File: src/rtl/sbox_pkg.sv
// ============================================================================
// Module      : sbox_pkg
// Description : Shared S-box constants, types, affine transforms and GF(2^8)
//               multiply used by the byte-serial S-box engine.
// Revision    : 1.0 - initial release
// ============================================================================
`default_nettype none

package sbox_pkg;

    localparam logic [7:0] SBOX_AFF_C = 8'h63;
    localparam logic [7:0] INV_AFF_C  = 8'h05;
    localparam logic [8:0] GF_POLY    = 9'h11B;

    typedef logic [7:0] byte_t;

    typedef enum logic [1:0] {
        IDLE = 2'd0,
        RUN  = 2'd1,
        DONE = 2'd2
    } state_t;

    function automatic byte_t rotl8(input byte_t x, input int unsigned n);
        return (x << n) | (x >> (8 - n));
    endfunction

    function automatic byte_t inv_affine(input byte_t x);
        return rotl8(x, 1) ^ rotl8(x, 3) ^ rotl8(x, 6) ^ INV_AFF_C;
    endfunction

    function automatic byte_t fwd_affine(input byte_t x);
        return x ^ rotl8(x, 1) ^ rotl8(x, 2) ^ rotl8(x, 3) ^ rotl8(x, 4) ^ SBOX_AFF_C;
    endfunction

    // Shift-and-add multiply with reduction by the AES field polynomial.
    function automatic byte_t gf_mul(input byte_t a, input byte_t b);
        byte_t p;
        byte_t t;
        p = '0;
        t = a;
        for (int i = 0; i < 8; i++) begin
            if (b[i]) p = p ^ t;
            t = t[7] ? ({t[6:0], 1'b0} ^ GF_POLY[7:0]) : {t[6:0], 1'b0};
        end
        return p;
    endfunction

endpackage

`default_nettype wire

File: src/rtl/gf256_inv.sv
// ============================================================================
// Module      : gf256_inv
// Description : Combinational GF(2^8) inverse (x^254), giving inv(0)=0.
// Revision    : 1.0 - initial release
// ============================================================================
`default_nettype none

module gf256_inv (
    input  logic [7:0] a,
    output logic [7:0] y
);
    import sbox_pkg::*;

    byte_t w_x2, w_x3, w_x6, w_x12, w_x14, w_x15;
    byte_t w_x30, w_x60, w_x120, w_x240;

    // Addition chain for x^254 = x^240 * x^14.
    assign w_x2   = gf_mul(a, a);
    assign w_x3   = gf_mul(w_x2, a);
    assign w_x6   = gf_mul(w_x3, w_x3);
    assign w_x12  = gf_mul(w_x6, w_x6);
    assign w_x14  = gf_mul(w_x12, w_x2);
    assign w_x15  = gf_mul(w_x12, w_x3);
    assign w_x30  = gf_mul(w_x15, w_x15);
    assign w_x60  = gf_mul(w_x30, w_x30);
    assign w_x120 = gf_mul(w_x60, w_x60);
    assign w_x240 = gf_mul(w_x120, w_x120);
    assign y      = gf_mul(w_x240, w_x14);

endmodule

`default_nettype wire

File: src/rtl/inv_sbox_word_seq.sv
// ============================================================================
// Module      : inv_sbox_word_seq
// Description : Byte-serial AES inverse S-box over an NBYTES word, one byte
//               per cycle through a shared inverter, valid/ready on both sides.
//               Optional macro SBOX_FWD_EN adds a dir port (1 = forward S-box).
// Revision    : 1.0 - initial release
// ============================================================================
`default_nettype none

module inv_sbox_word_seq #(
    parameter int NBYTES = 4
) (
    input  logic                  clk,
    input  logic                  rst,
    input  logic                  in_valid,
    output logic                  in_ready,
    input  logic [8*NBYTES-1:0]   in_data,
    output logic                  out_valid,
    input  logic                  out_ready,
    output logic [8*NBYTES-1:0]   out_data,
`ifdef SBOX_FWD_EN
    input  logic                  dir,
`endif
    output logic                  busy
);
    import sbox_pkg::*;

    localparam int             CW   = (NBYTES > 1) ? $clog2(NBYTES) : 1;
    localparam logic [CW-1:0]  LAST = CW'(NBYTES - 1);

    state_t                r_state;
    state_t                w_next;
    logic [8*NBYTES-1:0]   r_src;
    logic [8*NBYTES-1:0]   r_res;
    logic [CW-1:0]         r_cnt;
    byte_t                 w_byte;
    byte_t                 w_gf_in;
    byte_t                 w_gf_out;
    byte_t                 w_sbox;
    logic                  w_accept;

    assign w_accept = (r_state == IDLE) && in_valid;

    always_ff @(posedge clk or posedge rst) begin
        if (rst) r_state <= IDLE;
        else     r_state <= w_next;
    end

    always_comb begin
        w_next = r_state;
        case (r_state)
            IDLE:    if (in_valid)      w_next = RUN;
            RUN:     if (r_cnt == LAST) w_next = DONE;
            DONE:    if (out_ready)     w_next = IDLE;
            default:                    w_next = IDLE;
        endcase
    end

    always_comb begin
        w_byte = '0;
        for (int i = 0; i < NBYTES; i++) begin
            if (r_cnt == CW'(i)) w_byte = r_src[8*i +: 8];
        end
    end

`ifdef SBOX_FWD_EN
    logic r_dir;
    // Forward: invert then affine; inverse: affine then invert.
    assign w_gf_in = r_dir ? w_byte : inv_affine(w_byte);
    assign w_sbox  = r_dir ? fwd_affine(w_gf_out) : w_gf_out;
`else
    assign w_gf_in = inv_affine(w_byte);
    assign w_sbox  = w_gf_out;
`endif

    gf256_inv u_gf256_inv (
        .a (w_gf_in),
        .y (w_gf_out)
    );

    always_ff @(posedge clk or posedge rst) begin
        if (rst) begin
            r_src <= '0;
            r_res <= '0;
            r_cnt <= '0;
`ifdef SBOX_FWD_EN
            r_dir <= 1'b0;
`endif
        end else if (w_accept) begin
            r_src <= in_data;
            r_res <= '0;
            r_cnt <= '0;
`ifdef SBOX_FWD_EN
            r_dir <= dir;
`endif
        end else if (r_state == RUN) begin
            for (int i = 0; i < NBYTES; i++) begin
                if (r_cnt == CW'(i)) r_res[8*i +: 8] <= w_sbox;
            end
            if (r_cnt != LAST) r_cnt <= r_cnt + 1'b1;
        end
    end

    assign in_ready  = (r_state == IDLE);
    assign out_valid = (r_state == DONE);
    assign busy      = (r_state != IDLE);
    assign out_data  = r_res;

endmodule

`default_nettype wire

File: config.mk
export PLATFORM = sky130hd
export DESIGN_NAME = inv_sbox_word_seq
export DESIGN_NICKNAME = d
export VERILOG_FILES = /design/src/rtl/sbox_pkg.sv /design/src/rtl/gf256_inv.sv /design/src/rtl/inv_sbox_word_seq.sv
export SDC_FILE = /design/constraint.sdc
export NUM_CORES = 1
export LEC_CHECK = 0
export CORE_ASPECT_RATIO = 0.9
export CORE_MARGIN = 10
export CORE_UTILIZATION = 40
export CTS_CLUSTER_DIAMETER = 30
export DETAILED_ROUTE_END_ITERATION = 16
export GPL_ROUTABILITY_DRIVEN = 0
export PLACE_DENSITY = 0.65
export SYNTH_ARGS = -nofsm -noshare
export SYNTH_HDL_FRONTEND = slang
export SYNTH_SLANG_ARGS = --single-unit
export TNS_END_PERCENT = 5
File: constraint.sdc
create_clock -name clk -period 17.3 [get_ports clk]
set_clock_uncertainty 0.05 [all_clocks]
set_input_delay 1.73 -clock clk [delete_from_list [all_inputs] [get_ports clk]]
set_output_delay 1.73 -clock clk [all_outputs]
set_load 0.005 [all_outputs]
# Word-level counts from Yosys, hierarchy flattened
# Index checks and enable logic that the tools add are counted.
classes:
  add_sub_neg: 1
  eq_ne: 9
  n_mux: 175
  bitwise_logic: 153
  n_reduce_logical: 16
op_table:
  columns: ["operator", "count"]
  rows:
  - ["$mux W8", 96]
  - ["$xor A8 B8 Y8", 79]
  - ["$mux W5", 70]
  - ["$not A4 Y4", 70]
  - ["$mux W32", 2]
  - ["$reduce_bool A2 Y1", 7]
  - ["$mux W2", 6]
  - ["$reduce_and A2 Y1", 5]
  - ["$or A8 B1 Y8", 1]
  - ["$or A8 B3 Y8", 1]
  - ["$or A8 B6 Y8", 1]
  - ["$eq A2 B2 Y1 const B", 3]
  - ["$ne A2 B2 Y1 const B", 3]
  - ["$pmux W2 S3", 1]
  - ["$eq A2 B1 Y1 const B", 2]
  - ["$logic_not A2 Y1", 2]
  - ["$reduce_and A3 Y1", 1]
  - ["$add A2 B1 Y2 const B", 1]
  - ["$ne A2 B1 Y1 const B", 1]
  - ["$not A2 Y2", 1]
  - ["$logic_and A1 B1 Y1", 1]
word_totals:
  register_bits: 68
  input_bits: 36
  out_inout_bits: 35
  elab_cells: 361

# Longest topological paths before layout
# Gate-level depths: netlist of run 1.
depth:
  ltp_word: 172
  mapped_depth: 79

# By module
# From an unflattened synthesis of run 1, not the netlist that was laid out.
unflattened:
  cells_unflattened: 1716
  hier_area_um2: 13962.1
by_module_without_submodules:
  columns: ["mod", "n_inst", "cells_each", "area_per_inst_um2"]
  rows:
  - ["gf256_inv", 1, 1428, 10811.6]
  - ["inv_sbox_word_seq", 1, 288, 3150.5]

# Least setup slack after synthesis of run 1
# Ideal clock, no wire load.
synth_timing:
  path_type: "register to register"
  startpoint: "reg r_cnt[1]"
  endpoint: "reg r_res[11] (netlist: out_data[11])"
  arrival_time_ns: 17.643
  slack_ns: -0.514
  path_stages_with_launch: 73
  path_cell_list: "dfrtp_1 inv_1 ha_1 buf_2 buf_2 nand3b_1 nand3_1 nand2_1 xnor3_1 clkbuf_1 inv_1 ha_1 clkbuf_1 inv_1 nand3_1 a211oi_1 nor4b_1 xnor2_1 (+37 left out) xnor2_1 a21oi_1 xor2_1 inv_1 ha_1 clkbuf_1 xnor3_1 xnor2_1 nand3b_1 xnor2_4 xnor2_2 xor2_1 xnor3_1 xnor3_1 nor2_1 xnor3_1 xor3_1 a22o_1"
synth_via:
  elab_chain_len: 164
  word_cells_on_any_way: 324
  cone_classes: "eq/ne: 3; mux: 165; bitwise: 153; reduce/logical: 3"
synth_lines:
  columns: ["element", "line_no", "source"]
  rows:
  - ["start: declaration", "inv_sbox_word_seq.sv:35", "logic [CW-1:0] r_cnt;"]
  - ["start signal: assignment", "inv_sbox_word_seq.sv:100", "if (r_cnt != LAST) r_cnt <= r_cnt + 1'b1;"]
  - ["$logic_not A2 Y1", "inv_sbox_word_seq.sv:62", "if (r_cnt == CW'(i)) w_byte = r_src[8*i +: 8];"]
  - ["$mux W8 (4 in a row)", "inv_sbox_word_seq.sv:62", null]
  - ["$or A8 B1 Y8 / $or A8 B3 Y8 (equally long branches)", "sbox_pkg.sv:24", "return (x << n) | (x >> (8 - n));"]
  - ["$xor A8 B8 Y8 (2 in a row)", "sbox_pkg.sv:28", "return rotl8(x, 1) ^ rotl8(x, 3) ^ rotl8(x, 6) ^ INV_AFF_C;"]
  - ["$not A2 Y2 (no source line)", null, null]
  - ["$not A4 Y4 (no source line) / $mux W8 (equally long branches)", null, null]
  - ["$mux W5 / $xor A8 B8 Y8 (equally long branches)", "sbox_pkg.sv:43, sbox_pkg.sv:42", null]
  - ["$xor A8 B8 Y8 / $mux W8 (equally long branches)", "sbox_pkg.sv:42", "if (b[i]) p = p ^ t;"]
  - ["(+144 left out)", null, null]
  - ["$mux W8", "sbox_pkg.sv:42", null]
  - ["$xor A8 B8 Y8", "sbox_pkg.sv:42", null]
  - ["$mux W8", "sbox_pkg.sv:42", null]
  - ["$xor A8 B8 Y8", "sbox_pkg.sv:42", null]
  - ["$mux W8", "sbox_pkg.sv:42", null]
  - ["$mux W8", "inv_sbox_word_seq.sv:98", "if (r_cnt == CW'(i)) r_res[8*i +: 8] <= w_sbox;"]
  - ["$mux W32", "inv_sbox_word_seq.sv:96", "end else if (r_state == RUN) begin"]
  - ["$mux W32", "inv_sbox_word_seq.sv:89", "end else if (w_accept) begin"]
  - ["end signal: indexed assignment", "inv_sbox_word_seq.sv:98", null]
  - ["end: declaration", "inv_sbox_word_seq.sv:34", "logic [8*NBYTES-1:0] r_res;"]
# Parallel ways exist; a longest one is shown, timed or not. The select of a mux whose other input is x is not followed.
# A chain may end at the register's enable or synchronous reset.

# Worst setup path in the final report of run 1
layout_timing:
  startpoint: "reg r_cnt[0]"
  endpoint: "reg r_res[15] (netlist: out_data[15])"
layout_via:
  elab_chain_len: 162
  word_cells_on_any_way: 318
  cone_classes: "eq/ne: 3; mux: 162; bitwise: 150; reduce/logical: 3"
layout_lines:
  columns: ["element", "line_no"]
  rows:
  - ["$logic_not A2 Y1", "inv_sbox_word_seq.sv:62"]
  - ["$mux W8 (4 in a row)", "inv_sbox_word_seq.sv:62"]
  - ["$or A8 B1 Y8 / $or A8 B3 Y8 (equally long branches)", "sbox_pkg.sv:24"]
  - ["$xor A8 B8 Y8 (2 in a row)", "sbox_pkg.sv:28"]
  - ["$not A2 Y2 (no source line)", null]
  - ["$mux W8 / $not A4 Y4 (equally long branches)", null]
  - ["$xor A8 B8 Y8 / $mux W5 (equally long branches)", "sbox_pkg.sv:42, sbox_pkg.sv:43"]
  - ["$mux W8 / $xor A8 B8 Y8 (equally long branches)", "sbox_pkg.sv:42"]
  - ["(+142 left out)", null]
  - ["$mux W8", "sbox_pkg.sv:42"]
  - ["$xor A8 B8 Y8", "sbox_pkg.sv:42"]
  - ["$mux W8", "sbox_pkg.sv:42"]
  - ["$xor A8 B8 Y8", "sbox_pkg.sv:42"]
  - ["$mux W8", "sbox_pkg.sv:42"]
  - ["$mux W8", "inv_sbox_word_seq.sv:98"]
  - ["$mux W32", "inv_sbox_word_seq.sv:96"]
  - ["$mux W32", "inv_sbox_word_seq.sv:89"]
# Parallel ways exist; a longest one is shown, timed or not. The select of a mux whose other input is x is not followed.

==> metrics.txt, run 1 <==
outcome finished clean; measured slew at the worst slew-check pin 1290 ps; FFs w/ async S/R, synth 100%; met3 Usage GRT 2.70%; GRT met2 Usage 30.1%; Crit Path Max Fanout 12; top cell type by total area after synthesis xnor2_1; initial antenna violation count 0; max incr delay on CP 500 ps; #FFs+latches synth 68; crit path max-delay cell type xnor3_2; Site Rows 66; Most common cell on crit path buf_4; # IOs 71; TritonCTS buffer count 9; R2R setup slack 670 ps; Initial Utilization 40.9%; final setup vio count 0; Post-Synthesis Cell Area 14,900 um^2; CP bufs+invs 14; Worst Setup Start Kind flip-flop; Wirelength per Cell 18.5 um; top cells by area, synth xnor2_1, dfrtp_1, xnor3_1; largest net degree at the start of global routing 69; grt total ovfl 0; FILL cells 3,366; number of library cell types mapped by synthesis 108; clock slew at reported path FFs 60 ps; Core ar. 36,400 um^2; H-tree levels 3; n_diodes 0; DRT Wirelength 45,500 um; CTS root buffer clkbuf_16; Total GRT Usage 18.7%; Port Buffers 70; share of post-route cells with drive strength above 1 21.7%; Synth Instances 1,820; delay-heaviest family, CP XOR/XNOR gates; Max-Cap Viols 0; Synth Flop Type dfrtp_1; Die Height 203 um; busiest grt layer met2; DP Wirelength 34,000 um; Arr. time, crit path 16,840 ps; Worst Path Required 17,510 ps; fin crit share 96.1%; final net count 2,019; met1 Use GR 26.0%; post-route cell area 18,100 um^2; Clock Sinks 68; vias 14,242; Clock Path Buffers 2; drt drc 0; mean post-synth cell area 8.19 um^2; Ys Warns 0; die extent in x 223 um; ANT nets after route 0; post-synth top area share 18.5%; most instantiated library cell after synthesis xnor2_1; initial drt markers 1,510; Slew Viols, Final 0; dpl ws -547 ps; Clock Latency Late Sink 330 ps; Min-Delay Path Class reg2reg; vias in the first global route 13,492; Slew headroom 13.7%; Syn Nets 1,867; Fin. Hold Viols 0; Pre-antenna DRT Iters 8; setup slack after layout 669 ps; CP endpoint kind flip-flop; Achievable Freq 60.1 MHz; Avg Vias per Cell 5.81; CTS tree done; placed cell area 16,800 um^2; first-pass GRT wire length 72,700 um; Tmin final 16,630 ps; register area share after synthesis 11.4%; CP Class reg2reg; post-cts hold buffer count 0; Die ar. 45,400 um^2; most common library cells after synthesis xnor2_1, nor2_1, nand2_1; EDFF count, synth 0; area delta synth->final 21.8%
==> state kept, by name, summed over array words and instances, names as in the netlist <==
signal,cells
out_data,32
r_src,32
r_cnt,2
r_state,2
==> metrics by stage <==
step / setup TNS [ps] / hold slack [ps] / utilization [%] / instances
floorplan: 0 / 422 / - / 1820
global placement: 0 / 437 / 46.1 / 2389
detailed placement: -9250 / 435 / 46.1 / 2389
CTS: 0 / 451 / 47.3 / 2408
global route: -2150 / 472 / 49.8 / 2452
finish: 0 / 449 / 49.8 / 2452
==> metal layers <==
layer | up-vias | part of all wire (%)
li1 | 6700 | -
met1 | 6840 | 45
met2 | 633 | 46
met3 | 69 | 7.7
met4 | 0 | 1.6
met5 | - | 0
==> worst reg2reg max path: cells and delay by family (launching register included) <==
| kind | cells | cell delay (ps) |
|---|---|---|
| buffers and inverters | 14 | 1980 |
| muxes | 4 | 920 |
| xor gates and xnor gates | 24 | 7090 |
| DFF | 1 | 400 |
| AOI/OAI and AO/OA | 9 | 2240 |
| and+or+nand+nor | 14 | 2740 |
| adders and majority gates | 4 | 1150 |
==> kinds of logic (layout without fill, tap and decap cells) <==
group                    after synthesis  after routing  synth area share [%]
AND/OR/NAND/NOR                      596            596                  18.4
adder cells (fa/ha/maj)               12             12                 0.991
AO/OA/AOI/OAI                        405            405                  19.7
multiplexers                          87             87                  6.26
XOR/XNOR                             497            499                  38.6
flip-flops                            68             68                  11.4
buffers and inverters                155            309                  4.64
==> final timing paths <==
| check | from | endpoint | depth (start not counted) |
|---|---|---|---|
| worst min register to register | out_data[9] | out_data[9] | 1 |
| min in group asynchronous | rst | out_data[9] | 3 |
| worst max-delay path | r_cnt[0] | out_data[15] | 69 |
| worst max register to register | r_cnt[0] | out_data[15] | 69 |
| max in group asynchronous | rst | r_src[0] | 3 |
| worst min-delay path | out_data[9] | out_data[9] | 1 |
==> cells in the final DEF, fill, tap and decap left out, types with 49 or more instances in the layout <==
master           Yosys  layout
o21ai_0             67      65
buf_4               11     171
clkdlybuf4s50_1      0      70
nor3_1              51      49
xnor2_1            315     284
dfrtp_1             68      68
nor2_1             213     210
a21oi_1             82      78
xor2_1              71      57
nand3_1             52      51
nand2_1            161     160
==> layout make-up <==
class                   count  area [um^2]  share of cell area, %
repair buffers            248         2090                   11.5
multi-input cells        1599        13300                   73.1
clock buffers              11          253                   1.39
clock inverters             4         72.6                  0.400
flip-flops and latches     68         1700                   9.38
well taps                 476          596                   3.28
inverters                  46          173                  0.952
==> what timing repair did <==
action	in CTS	in global routing
cloned	0	2
endpoints found under the setup margin	28	32
gates resized for setup	16	91
pin swaps	4	38
setup buffers	4	42
Power of run 1 is left out: the tool's default activity adds up to more than one toggle a clock period on the data nets, which glitch-free logic cannot reach.
==> inputs of run 2 (changes only) <==
CTS_CLUSTER_SIZE = 16   (was default)
==> results of run 2 <==
Same layout as run 1: the final DEF is identical, and so are final timing and power.
Power of run 2 is left out for the same reason.
==> inputs of run 3 (changes only) <==
MAX_ROUTING_LAYER = met4   (was default)
==> run 3 against run 2 <==
  * Die area stayed put
  * Critical path depth is the same
  * Global-route usage grew 0.54 points
  * Flip-flop and latch count did not move
==> metrics.txt, run 3 (synthesized netlist as in run 1, its figures left out) <==
most common cell after layout, fill and taps aside xnor2_1; Min-Delay Path Class reg2reg; hold path startpoint out_data[24]; setup_tns 0 ps (unchanged); CTS root buffer clkbuf_16; CP endpoint kind flip-flop; Pre-antenna DRT Iters 8 (unchanged); initial antenna violation count 0 (unchanged); Clock Latency Late Sink 330 ps (about the same); CP Class reg2reg; Avg Vias per Cell 5.83 (+0.40%); Hold Path Cell Cnt 2 (+1); Die ar. 45,400 um^2 (unchanged); share of post-route cells with drive strength above 1 21.6% (-0.090 points); post-cts hold buffer count 0 (unchanged); Worst Setup Start Kind flip-flop; grt total ovfl 0 (unchanged); Site Rows 66 (unchanged); Fin. Hold Viols 0 (unchanged); final net count 2,018 (-0.050%); initial drt markers 1,305 (-14%); crit path max-delay cell type xor3_2; CTS tree done; Clock Sinks 68 (unchanged); area occupied by multi-input gates 13,300 um^2 (about the same); vias in the first global route 13,523 (+0.23%); commonest non-fill, non-tap cells in the layout xnor2_1, nor2_1, buf_4; die extent in x 223 um (unchanged); DP Wirelength 34,000 um (unchanged); Worst Setup SP r_cnt[0]; outcome finished clean; Port Buffers 70 (unchanged); Reg-to-Reg Start r_cnt[0]; clock slew at reported path FFs 60 ps (about the same); TritonCTS buffer count 9 (unchanged); Arr. time, crit path 16,900 ps (+60 ps); FILL cells 3,367 (+0.030%); flip-flop and latch area 1700 um^2 (unchanged); Die Height 203 um (unchanged); area delta synth->final 21.7% (about the same); measured slew at the worst slew-check pin 1330 ps (+47.2 ps); ANT nets after route 0 (unchanged); H-tree levels 3 (unchanged); Reg2Reg Depth 69 (unchanged); Wirelength per Cell 18.6 um (+0.45%); setup slack after layout 617 ps (-51.9 ps); vias 14,293 (+0.36%); fin crit share 96.4% (+0.30 points); drt drc 0 (unchanged); hold slack 447 ps (-2.59 ps); Total GRT Usage 19.3% (+0.54 points); Max-Cap Viols 0 (unchanged); Initial Utilization 40.9% (unchanged); Slew headroom 10.5% (-3.2 points); DRT Wirelength 45,700 um (+0.41%); max incr delay on CP 520 ps (+20 ps); first-pass GRT wire length 72,700 um (about the same); final setup vio count 0 (unchanged); Slew Viols, Final 0 (unchanged); dpl ws -547 ps (unchanged); # IOs 71 (unchanged); Worst Path Required 17,520 ps (about the same); Achievable Freq 59.9 MHz (-0.31%); Core ar. 36,400 um^2 (unchanged); Crit Path Max Fanout 19 (+7); Clock Path Buffers 2 (unchanged); Tmin final 16,680 ps (+51.9 ps); largest net degree at the start of global routing 69 (unchanged); n_diodes 0 (unchanged)
-- run 3: worst paths after layout --
path / end / slack [ps]
hold / removal: out_data[24] / 450
min in group asynchronous: out_data[3] / 1910
hold reg to reg: out_data[24] / 450
setup / recovery: out_data[15] / 620
max in group asynchronous: r_src[6] / 14720
setup reg to reg: out_data[15] / 620
-- run 3: worst max-delay path: cells and delay by family, from the launching register on --
family / cells / cell delay (ps)
buffers and inverters: 14 / 2070
adder cells (fa/ha/maj): 4 / 1140
AO/OA/AOI/OAI: 13 / 3190
AND/OR/NAND/NOR: 14 / 2490
XOR/XNOR: 22 / 6670
multiplexers: 2 / 600
flip-flops: 1 / 400
-- run 3: layout make-up --
class / instances / share of cell area, %
Clock buffer: 11 / 1.39
Sequential cell: 68 / 9.39
Tap cell: 476 / 3.28
Clock inverter: 4 / 0.400
Timing Repair Buffer: 247 / 11.5
Multi-Input combinational cell: 1599 / 73.1
Inverter: 46 / 0.952
-- run 3: stage by stage --
step                area [um^2]  util (%)  instances
global placement          16800      46.1       2389
detailed placement        16800      46.1       2389
CTS                       17200      47.3       2408
floorplan                 15000         -       1820
global route              18100      49.8       2451
finish                    18100      49.8       2451
-- run 3: repair_timing --
item	in CTS	in global routing
endpoints found under the setup margin	28	32
gates resized for setup	16	89
setup buffers	4	41
cloned	0	2
pin swaps	4	40
-- run 3: routing by layer --
metal	vias up	part of all wire, %	global-route usage (%)
met5	-	0	-
met4	0	1.6	4.03
met2	599	46	30.1
li1	6704	-	-
met3	72	6.5	2.08
met1	6918	46	26.4
Power of run 3 is left out for the same reason.
